File: src/rtl/pipeline_hazard_controller_if.sv
// Pipeline hazard control bundle: hazard inputs from the pipeline, stage enables/flushes back.
// master = hazard controller side, slave = pipeline register side.
interface pipeline_hazard_controller_if #(
    parameter int CNT_W = 32
);
    logic [4:0]       if_id_rs1_addr;
    logic [4:0]       if_id_rs2_addr;
    logic [4:0]       id_ex_rd_addr;
    logic             id_ex_mem_read;
    logic             ex_branch_taken;
    logic             dmem_req;
    logic             dmem_ready;
    logic             pc_we;
    logic             if_id_we;
    logic             if_id_flush;
    logic             id_ex_we;
    logic             id_ex_flush;
    logic             ex_mem_we;
    logic             mem_wb_flush;
    logic             stall;
    logic             mem_timeout_err;
    logic [CNT_W-1:0] load_use_cnt;
    logic [CNT_W-1:0] flush_cnt;
    logic [CNT_W-1:0] mem_wait_cnt;

    modport master (
        input  if_id_rs1_addr, if_id_rs2_addr, id_ex_rd_addr, id_ex_mem_read,
               ex_branch_taken, dmem_req, dmem_ready,
        output pc_we, if_id_we, if_id_flush, id_ex_we, id_ex_flush, ex_mem_we,
               mem_wb_flush, stall, mem_timeout_err, load_use_cnt, flush_cnt, mem_wait_cnt
    );

    modport slave (
        output if_id_rs1_addr, if_id_rs2_addr, id_ex_rd_addr, id_ex_mem_read,
               ex_branch_taken, dmem_req, dmem_ready,
        input  pc_we, if_id_we, if_id_flush, id_ex_we, id_ex_flush, ex_mem_we,
               mem_wb_flush, stall, mem_timeout_err, load_use_cnt, flush_cnt, mem_wait_cnt
    );
endinterface

File: src/rtl/pipeline_hazard_controller.sv
// Purpose: prioritised stall/flush sequencer (mem wait > taken branch > load-use) with memory-timeout FSM.
// Latency: all enables/flushes combinational, same cycle as the hazard; FSM and counters update on clk.
// Backpressure: a pending dmem access freezes every stage; timeout latches ERR until rst_n. Counters: HAZ_PERF_CNT_EN.
module pipeline_hazard_controller #(
    parameter int MEM_TIMEOUT = 16,
    parameter int CNT_W       = 32
) (
    input  logic                         clk,
    input  logic                         rst_n,
    pipeline_hazard_controller_if.master hz
);
    localparam logic [1:0] ST_RUN      = 2'd0;
    localparam logic [1:0] ST_MEM_WAIT = 2'd1;
    localparam logic [1:0] ST_ERR      = 2'd2;
    localparam int         WCNT_W      = $clog2(MEM_TIMEOUT) + 1;
    localparam logic [WCNT_W-1:0] WAIT_LAST = WCNT_W'(MEM_TIMEOUT - 1);

    logic [1:0]        state;
    logic [1:0]        state_nxt;
    logic [WCNT_W-1:0] wait_cnt;
    logic [WCNT_W-1:0] wait_cnt_inc;
    logic              mem_hold;
    logic              branch;
    logic              load_use;
    logic              rd_match;

    always_comb begin
        mem_hold = (state == ST_ERR) | (hz.dmem_req & ~hz.dmem_ready);
        branch   = hz.ex_branch_taken & ~mem_hold;
        rd_match = (hz.id_ex_rd_addr == hz.if_id_rs1_addr) | (hz.id_ex_rd_addr == hz.if_id_rs2_addr);
        load_use = hz.id_ex_mem_read & (hz.id_ex_rd_addr != 5'd0) & rd_match & ~mem_hold & ~branch;
    end

    // A load-use bubble keeps ID/EX writing so the bubble actually lands in EX.
    assign hz.pc_we           = ~mem_hold & ~load_use;
    assign hz.if_id_we        = ~mem_hold & ~load_use;
    assign hz.id_ex_we        = ~mem_hold;
    assign hz.ex_mem_we       = ~mem_hold;
    assign hz.if_id_flush     = branch;
    assign hz.id_ex_flush     = branch | load_use;
    assign hz.mem_wb_flush    = mem_hold;
    assign hz.stall           = mem_hold | load_use;
    assign hz.mem_timeout_err = (state == ST_ERR);

    assign wait_cnt_inc = wait_cnt + WCNT_W'(1);

    always_comb begin
        state_nxt = state;
        case (state)
            ST_RUN:      if (mem_hold) state_nxt = ST_MEM_WAIT;
            ST_MEM_WAIT: begin
                // Dropping dmem_req mid-wait counts as completion.
                if (!hz.dmem_req || hz.dmem_ready) state_nxt = ST_RUN;
                else if (wait_cnt_inc >= WAIT_LAST) state_nxt = ST_ERR;
            end
            ST_ERR:      state_nxt = ST_ERR;
            default:     state_nxt = ST_RUN;
        endcase
    end

    always_ff @(posedge clk) begin
        if (!rst_n) begin
            state    <= ST_RUN;
            wait_cnt <= '0;
        end else begin
            state <= state_nxt;
            if (state == ST_RUN) begin
                wait_cnt <= '0;
            end else if (state == ST_MEM_WAIT && wait_cnt != WAIT_LAST) begin
                wait_cnt <= wait_cnt_inc;
            end
        end
    end

`ifdef HAZ_PERF_CNT_EN
    logic [CNT_W-1:0] load_use_cnt_q;
    logic [CNT_W-1:0] flush_cnt_q;
    logic [CNT_W-1:0] mem_wait_cnt_q;

    always_ff @(posedge clk) begin
        if (!rst_n) begin
            load_use_cnt_q <= '0;
            flush_cnt_q    <= '0;
            mem_wait_cnt_q <= '0;
        end else begin
            if (load_use && load_use_cnt_q != '1) load_use_cnt_q <= load_use_cnt_q + CNT_W'(1);
            if (branch && flush_cnt_q != '1)      flush_cnt_q    <= flush_cnt_q + CNT_W'(1);
            if (mem_hold && state != ST_ERR && mem_wait_cnt_q != '1)
                mem_wait_cnt_q <= mem_wait_cnt_q + CNT_W'(1);
        end
    end

    assign hz.load_use_cnt = load_use_cnt_q;
    assign hz.flush_cnt    = flush_cnt_q;
    assign hz.mem_wait_cnt = mem_wait_cnt_q;
`else
    assign hz.load_use_cnt = {CNT_W{1'b0}};
    assign hz.flush_cnt    = {CNT_W{1'b0}};
    assign hz.mem_wait_cnt = {CNT_W{1'b0}};
`endif
endmodule

File: src/flat_wrapper.sv
// flat-port wrapper written by rule: the top's interface ports become plain ports
module pipeline_hazard_controller_flat 
#(
    parameter int MEM_TIMEOUT = 16,
    parameter int CNT_W       = 32
)
  (clk, rst_n, hz_if_id_rs1_addr, hz_if_id_rs2_addr, hz_id_ex_rd_addr, hz_id_ex_mem_read, hz_ex_branch_taken, hz_dmem_req, hz_dmem_ready, hz_pc_we, hz_if_id_we, hz_if_id_flush, hz_id_ex_we, hz_id_ex_flush, hz_ex_mem_we, hz_mem_wb_flush, hz_stall, hz_mem_timeout_err, hz_load_use_cnt, hz_flush_cnt, hz_mem_wait_cnt);
  pipeline_hazard_controller_if #(.CNT_W(CNT_W)) hz_i ();
  input  logic clk;
  input  logic rst_n;
  input wire logic [$bits(hz_i.if_id_rs1_addr)-1:0] hz_if_id_rs1_addr;
  input wire logic [$bits(hz_i.if_id_rs2_addr)-1:0] hz_if_id_rs2_addr;
  input wire logic [$bits(hz_i.id_ex_rd_addr)-1:0] hz_id_ex_rd_addr;
  input wire logic [$bits(hz_i.id_ex_mem_read)-1:0] hz_id_ex_mem_read;
  input wire logic [$bits(hz_i.ex_branch_taken)-1:0] hz_ex_branch_taken;
  input wire logic [$bits(hz_i.dmem_req)-1:0] hz_dmem_req;
  input wire logic [$bits(hz_i.dmem_ready)-1:0] hz_dmem_ready;
  output wire logic [$bits(hz_i.pc_we)-1:0] hz_pc_we;
  output wire logic [$bits(hz_i.if_id_we)-1:0] hz_if_id_we;
  output wire logic [$bits(hz_i.if_id_flush)-1:0] hz_if_id_flush;
  output wire logic [$bits(hz_i.id_ex_we)-1:0] hz_id_ex_we;
  output wire logic [$bits(hz_i.id_ex_flush)-1:0] hz_id_ex_flush;
  output wire logic [$bits(hz_i.ex_mem_we)-1:0] hz_ex_mem_we;
  output wire logic [$bits(hz_i.mem_wb_flush)-1:0] hz_mem_wb_flush;
  output wire logic [$bits(hz_i.stall)-1:0] hz_stall;
  output wire logic [$bits(hz_i.mem_timeout_err)-1:0] hz_mem_timeout_err;
  output wire logic [$bits(hz_i.load_use_cnt)-1:0] hz_load_use_cnt;
  output wire logic [$bits(hz_i.flush_cnt)-1:0] hz_flush_cnt;
  output wire logic [$bits(hz_i.mem_wait_cnt)-1:0] hz_mem_wait_cnt;
  assign hz_i.if_id_rs1_addr = hz_if_id_rs1_addr;
  assign hz_i.if_id_rs2_addr = hz_if_id_rs2_addr;
  assign hz_i.id_ex_rd_addr = hz_id_ex_rd_addr;
  assign hz_i.id_ex_mem_read = hz_id_ex_mem_read;
  assign hz_i.ex_branch_taken = hz_ex_branch_taken;
  assign hz_i.dmem_req = hz_dmem_req;
  assign hz_i.dmem_ready = hz_dmem_ready;
  assign hz_pc_we = hz_i.pc_we;
  assign hz_if_id_we = hz_i.if_id_we;
  assign hz_if_id_flush = hz_i.if_id_flush;
  assign hz_id_ex_we = hz_i.id_ex_we;
  assign hz_id_ex_flush = hz_i.id_ex_flush;
  assign hz_ex_mem_we = hz_i.ex_mem_we;
  assign hz_mem_wb_flush = hz_i.mem_wb_flush;
  assign hz_stall = hz_i.stall;
  assign hz_mem_timeout_err = hz_i.mem_timeout_err;
  assign hz_load_use_cnt = hz_i.load_use_cnt;
  assign hz_flush_cnt = hz_i.flush_cnt;
  assign hz_mem_wait_cnt = hz_i.mem_wait_cnt;
  pipeline_hazard_controller #(.MEM_TIMEOUT(MEM_TIMEOUT), .CNT_W(CNT_W)) u_core (.clk(clk), .rst_n(rst_n), .hz(hz_i));
endmodule
File: config.mk
export PLATFORM = sky130hd
export DESIGN_NAME = pipeline_hazard_controller_flat
export DESIGN_NICKNAME = d
export VERILOG_FILES = /design/src/rtl/pipeline_hazard_controller_if.sv /design/src/rtl/pipeline_hazard_controller.sv /design/src/flat_wrapper.sv
export SDC_FILE = /design/constraint.sdc
export NUM_CORES = 1
export LEC_CHECK = 0
export ABC_AREA = 1
export BUFFER_PORTS_ARGS = -buffer_cell sky130_fd_sc_hd__buf_2
export CAP_MARGIN = 10
export CORE_ASPECT_RATIO = 0.6
export CORE_UTILIZATION = 38
export DETAILED_ROUTE_END_ITERATION = 8
export PLACE_DENSITY = 0.91
export SETUP_SLACK_MARGIN = 0.5
export SYNTH_ARGS = -nofsm -noshare
export SYNTH_HDL_FRONTEND = slang
export SYNTH_SLANG_ARGS = --single-unit
File: constraint.sdc
create_clock -name clk -period 1.8 [get_ports clk]
set_input_delay 0 -clock clk [delete_from_list [all_inputs] [get_ports clk]]
set_output_delay 0 -clock clk [all_outputs]
set_load 0.01 [all_outputs]
# ---- Yosys cells after proc, flatten, opt, wreduce, memory -nomap -nowiden
# Index checks and enable logic that the tools add are counted.
dict set report classes {
  addsub 1
  order_cmp 1
  eq_ne 7
  n_mux 4
  bitwise 16
  n_reduce_logical 7
}
# op n
set op_table {}
lappend op_table {{5-bit == test} 2}
lappend op_table {{1-bit bitwise AND} 7}
lappend op_table {{2-bit 2-to-1 mux} 3}
lappend op_table {{2-bit case mux with 3 select lines} 1}
lappend op_table {{5-bit by 1-bit adder with 5-bit output, second input constant} 1}
lappend op_table {{5-bit by 4-bit >= comparator with 1-bit output, second input constant} 1}
lappend op_table {{5-bit by 4-bit inequality test with 1-bit output, second input constant} 1}
lappend op_table {{1-bit NOT} 5}
lappend op_table {{5-bit nonzero test} 1}
lappend op_table {{1-bit OR} 4}
lappend op_table {{3-bit by 1-bit inequality test with 1-bit output, second input constant} 1}
lappend op_table {{2-bit by 1-bit == test with 1-bit output, second input constant} 1}
lappend op_table {{2-bit == test, second input constant} 1}
lappend op_table {{2-bit zero test} 1}
lappend op_table {{2-bit by 1-bit inequality test with 1-bit output, second input constant} 1}
lappend op_table {{2-bit AND reduction} 1}
lappend op_table {{2-bit OR reduction} 1}
lappend op_table {{1-bit logical AND} 1}
lappend op_table {{1-bit zero test} 1}
lappend op_table {{1-bit logical OR} 1}
dict set report word_totals {
  regBits 7
  in_bits 21
}

# ---- Depth between registers and ports, before layout
dict set report depth {
  ltp_word 9
  depth_mapped 10
}

# ---- Worst setup path after synthesis
# No wires, ideal clock.
dict set report synth_timing {
  path_kind {reg-to-reg}
  from {register u_core.wait_cnt[0]}
  to {register u_core.wait_cnt[0]}
  t_arrival_ns 1.221
  slack_ns 0.460
  stages_incl_launch_ff 9
  n_path_buf 0
  cell_sequence {dfxtp_1 -> ha_1 -> nand2_1 -> nor2_1 -> ha_1 -> nor2_4 -> inv_2 -> o21ai_0 -> a21oi_1}
}
dict set report synth_via {
  elab_chain_len 2
}
# item line
set synth_rtl {}
lappend synth_rtl {{start: declaration} pipeline_hazard_controller.sv:20} ;# logic [WCNT_W-1:0] wait_cnt;
lappend synth_rtl {{start signal: assignment} pipeline_hazard_controller.sv:70} ;# wait_cnt <= wait_cnt_inc;
lappend synth_rtl {{branches (longest 2 deep; another with 5-bit by 1-bit adder with 5-bit output)} --}
# Parallel ways; which one is timed is not known.
# A chain may end at the register's enable or synchronous reset.

# ---- Final worst setup path
dict set report layout_timing {
  from {register u_core.wait_cnt[1]}
  to {register u_core.wait_cnt[0]}
}
dict set report layout_via {
  elab_chain_len 2
}
# item line
set layout_rtl {}
lappend layout_rtl {{5-bit by 4-bit inequality test with 1-bit output} pipeline_hazard_controller.sv:69} ;# end else if (state == ST_MEM_WAIT && wait_cnt != WAIT_LAST) begin
lappend layout_rtl {{1-bit logical AND} pipeline_hazard_controller.sv:69}
# No other way between the ends.

==> results.rst <==
.. list-table::
   :header-rows: 1

   * - Metric
     - Value
   * - Dominant cell by count in the synthesized netlist
     - sky130_fd_sc_hd__buf_4
   * - RSZ-0062 raised after global routing
     - yes
   * - Placed cell count
     - 280
   * - Post-synthesis area per instance
     - 6.54 um^2
   * - Arrival time reported for the critical path endpoint
     - 1.42 ns
   * - Via total after detailed routing
     - 1,003
   * - First-pass iteration count of the detailed router
     - 4
   * - Post-synthesis sequential area ratio
     - 0.103
   * - Overall die height
     - 48.4 um
   * - Die outline width
     - 79.4 um
   * - Final standard cell area without fillers
     - 1360 um^2
   * - Total of fill cells in the finished design
     - 363
   * - Origin of the critical flop-to-flop path
     - u_core.wait_cnt[1]
   * - Number of buffers inserted during clock tree synthesis
     - 3
   * - Dominant cell type by area after synthesis
     - sky130_fd_sc_hd__buf_4
   * - Number of cells on the worst hold path
     - 3
   * - Power per Cell Area
     - 444 nW/um^2
   * - Util after Layout
     - 0.407
   * - Count of inserted antenna diode cells
     - 0
   * - Vias in the first global route
     - 722
   * - Hold_buf cts
     - 0
   * - Clk_skew
     - 0.00329 ns
   * - Layout-stage area growth over the synthesis result
     - -0.366%
   * - Area taken by multi-input logic gates
     - 833 um^2
   * - Cell Area, Placed
     - 1190 um^2
   * - Initial Utilization
     - 0.409
   * - Count of cell types in the netlist
     - 20
   * - Clock latency on the worst-skew pair
     - 0.23 ns
   * - CTS tree
     - built
   * - Clock Tree Root
     - sky130_fd_sc_hd__clkbuf_8
   * - Crit end category
     - register
   * - DRC
     - 0
   * - Post-synthesis instance total
     - 209
   * - Fraction of registers with async set/reset
     - 0
   * - Worst Hold Path EP
     - u_core.state[1]
   * - Outcome
     - finished, final reports clean
   * - Filler-free cell count of the finished design
     - 290
   * - Cell area after synthesis
     - 1370 um^2
   * - Total Routing Usage GR
     - 0.103
   * - Initial DRC Count
     - 31
   * - First-pass GRT wire length
     - 3110 um
   * - Startpoint of the lowest-slack hold path
     - rst_n
   * - Number of H-tree levels
     - 1
   * - Synth top cells by count
     - sky130_fd_sc_hd__buf_4, sky130_fd_sc_hd__nand2_1, sky130_fd_sc_hd__inv_1
   * - Max Clk Rate
     - 0.771 GHz
   * - Startpoint type of the worst setup path
     - register
   * - Predominant post-synthesis flop cell
     - sky130_fd_sc_hd__dfxtp_1
   * - Max clock buf depth
     - 2
   * - Setup slack of the worst register-to-register path
     - 0.50 ns
   * - Worst EP required
     - 1.92 ns
   * - Post-detailed-route wirelength per cell
     - 7.30 um
   * - # IOs
     - 126
   * - Depth of the worst register-to-register path
     - 8
   * - Global placement routability congestion
     - 0.885
   * - HPWL after DPL
     - 1650 um
   * - Synth area leaders
     - sky130_fd_sc_hd__buf_4, sky130_fd_sc_hd__dfxtp_1, sky130_fd_sc_hd__nand2_1
   * - Site row count
     - 16
   * - Power after layout
     - 0.604 mW
   * - Largest driver fanout on the critical path
     - 6
   * - Number of max-cap violations
     - 0
   * - Total number of clock tree sinks
     - 7
   * - Hold Path Class
     - input pin to register
   * - Combined flip-flop and latch cell area
     - 145 um^2
   * - Initial antenna violation count
     - 0
   * - Nets
     - 270
   * - Layout cells sized above 1
     - 0.253
   * - Static Leak
     - 0.840 nW
   * - Final slew viol count
     - 0
   * - Hold Fails Final Rpt
     - 0
   * - Warning count from the yosys run
     - 0
   * - FF+latch count, synth
     - 7
   * - Fraction of post-synthesis cell area in the top cell type by area
     - 0.538
   * - RR Endpoint
     - u_core.wait_cnt[0]
   * - Min cycle time layout
     - 1.30 ns
   * - Largest net degree at the start of global routing
     - 7
   * - Number of flops mapped to enable cells by yosys
     - 0
   * - Worst vdd rail ir drop
     - 0.354 mV
   * - Final worst path period share
     - 0.720
   * - Core Footprint
     - 3340 um^2
   * - Final WL
     - 2120 um
   * - Final-layout setup total negative slack
     - 0 ns
   * - Die outline area
     - 3850 um^2
   * - Clock transition at path regs
     - 0.04 ns
   * - Total of endpoints with negative setup slack in the final report
     - 0
   * - Port Buffers
     - 29
   * - Overflow after GRT
     - 0
   * - Post-detailed-route count of antenna-violating nets
     - 0
   * - Critical path start-end classification
     - register to register
   * - Vias per Instance
     - 3.46
-- critical path: stages (launching register included) --
cell and delay [ns]:
sky130_fd_sc_hd__dfxtp_2 0.33, sky130_fd_sc_hd__ha_4 0.16, sky130_fd_sc_hd__nand2_2 0.06, sky130_fd_sc_hd__nor2_2 0.05, sky130_fd_sc_hd__ha_4 0.16, sky130_fd_sc_hd__nor2_4 0.18
sky130_fd_sc_hd__inv_4 0.08, sky130_fd_sc_hd__o21ai_2 0.13, sky130_fd_sc_hd__a21oi_2 0.04
-- cell families after synthesis --
group	count (synthesis)	synth area share
compound gates	13	0.0595
buf+inv	121	0.602
flops	7	0.103
other cells	1	0.00274
fa+ha+maj	3	0.0275
simple gates	60	0.180
xor+xnor	4	0.0256
-- area by class of cell --
cell class,instances,area share
multi-input combinational,176,0.612
tap,45,0.0414
clock buffer,4,0.0331
inverter,23,0.0671
sequential,7,0.107
timing repair buffer,35,0.140
-- layout by cell type, fill, tap and decap left out --
| cell type | count |
|---|---|
| sky130_fd_sc_hd__dfxtp_2 | 4 |
| sky130_fd_sc_hd__o21ai_2 | 1 |
| sky130_fd_sc_hd__nand2_2 | 3 |
| sky130_fd_sc_hd__nand2_4 | 1 |
| sky130_fd_sc_hd__nor2_1 | 14 |
| sky130_fd_sc_hd__conb_1 | 96 |
| sky130_fd_sc_hd__o21bai_1 | 1 |
| sky130_fd_sc_hd__buf_4 | 6 |
| sky130_fd_sc_hd__o21a_1 | 1 |
| sky130_fd_sc_hd__inv_2 | 2 |
| sky130_fd_sc_hd__a21oi_2 | 1 |
| sky130_fd_sc_hd__dfxtp_1 | 3 |
| sky130_fd_sc_hd__clkbuf_8 | 3 |
| sky130_fd_sc_hd__o21ai_4 | 1 |
| sky130_fd_sc_hd__xor2_1 | 2 |
| sky130_fd_sc_hd__a21oi_1 | 4 |
| sky130_fd_sc_hd__nor2_4 | 1 |
| sky130_fd_sc_hd__ha_4 | 3 |
| sky130_fd_sc_hd__a211oi_2 | 1 |
| sky130_fd_sc_hd__nor2_2 | 4 |
| sky130_fd_sc_hd__o21ai_1 | 1 |
| sky130_fd_sc_hd__o21ai_0 | 2 |
| sky130_fd_sc_hd__xnor2_1 | 2 |
| sky130_fd_sc_hd__inv_1 | 19 |
| sky130_fd_sc_hd__inv_4 | 2 |
| sky130_fd_sc_hd__nand3_1 | 7 |
| sky130_fd_sc_hd__buf_2 | 29 |
| sky130_fd_sc_hd__nand2_1 | 30 |
| sky130_fd_sc_hd__clkbuf_1 | 1 |
-- sequential cells by signal (all words and copies together) (netlist names) --
| signal | count |
|---|---|
| u_core.state | 2 |
| u_core.wait_cnt | 5 |
-- worst max-delay path by stage --
| stage | startpoint | to | slack (ns) | depth (start not counted) |
|---|---|---|---|---|
| after detailed placement | u_core.wait_cnt[0] | u_core.wait_cnt[0] | 0.41 | 8 |
| final | u_core.wait_cnt[1] | u_core.wait_cnt[0] | 0.50 | 8 |
| after CTS | u_core.wait_cnt[1] | u_core.wait_cnt[0] | 0.44 | 8 |
| after global placement | u_core.wait_cnt[0] | u_core.wait_cnt[0] | 0.46 | 8 |
| after global routing | u_core.wait_cnt[0] | u_core.state[1] | 0.42 | 8 |
| after floorplan | u_core.wait_cnt[0] | u_core.wait_cnt[3] | 0.51 | 7 |
-- metrics by stage --
| step | setup WS (ns) | hold slack [ns] |
|---|---|---|
| after floorplan | 0.509 | 0.161 |
| after global placement | 0.459 | 0.250 |
| after detailed placement | 0.406 | 0.272 |
| after CTS | 0.438 | 0.0383 |
| after global routing | 0.421 | 0.0544 |
| final | 0.503 | 0.0393 |
-- per-layer routing --
metal | wire, um | GRT usage | up-vias
met1 | 843 | 0.130 | 437
met5 | 0 | 0 | -
met2 | 1130 | 0.167 | 60
met3 | 135 | 0.0226 | 2
li1 | - | - | 504
met4 | 11 | 0.0485 | 0
-- power by group --
part	switching (mW)	internal [mW]	total, mW	leakage, nW
registers	0.00316	0.159	0.162	0.0585
logic	0.162	0.0560	0.218	0.759
clock network	0.0707	0.153	0.224	0.0228
total	0.236	0.368	0.604	0.840
-- repair_timing --
action / in CTS / in global routing
pin swaps: 7 / 7
gates cloned: 0 / 0
gates resized for setup: 6 / 17
setup buffers: 3 / 3
endpoints found under the setup margin: 8 / 12
Note: power is estimated with default switching activity, not from simulation.
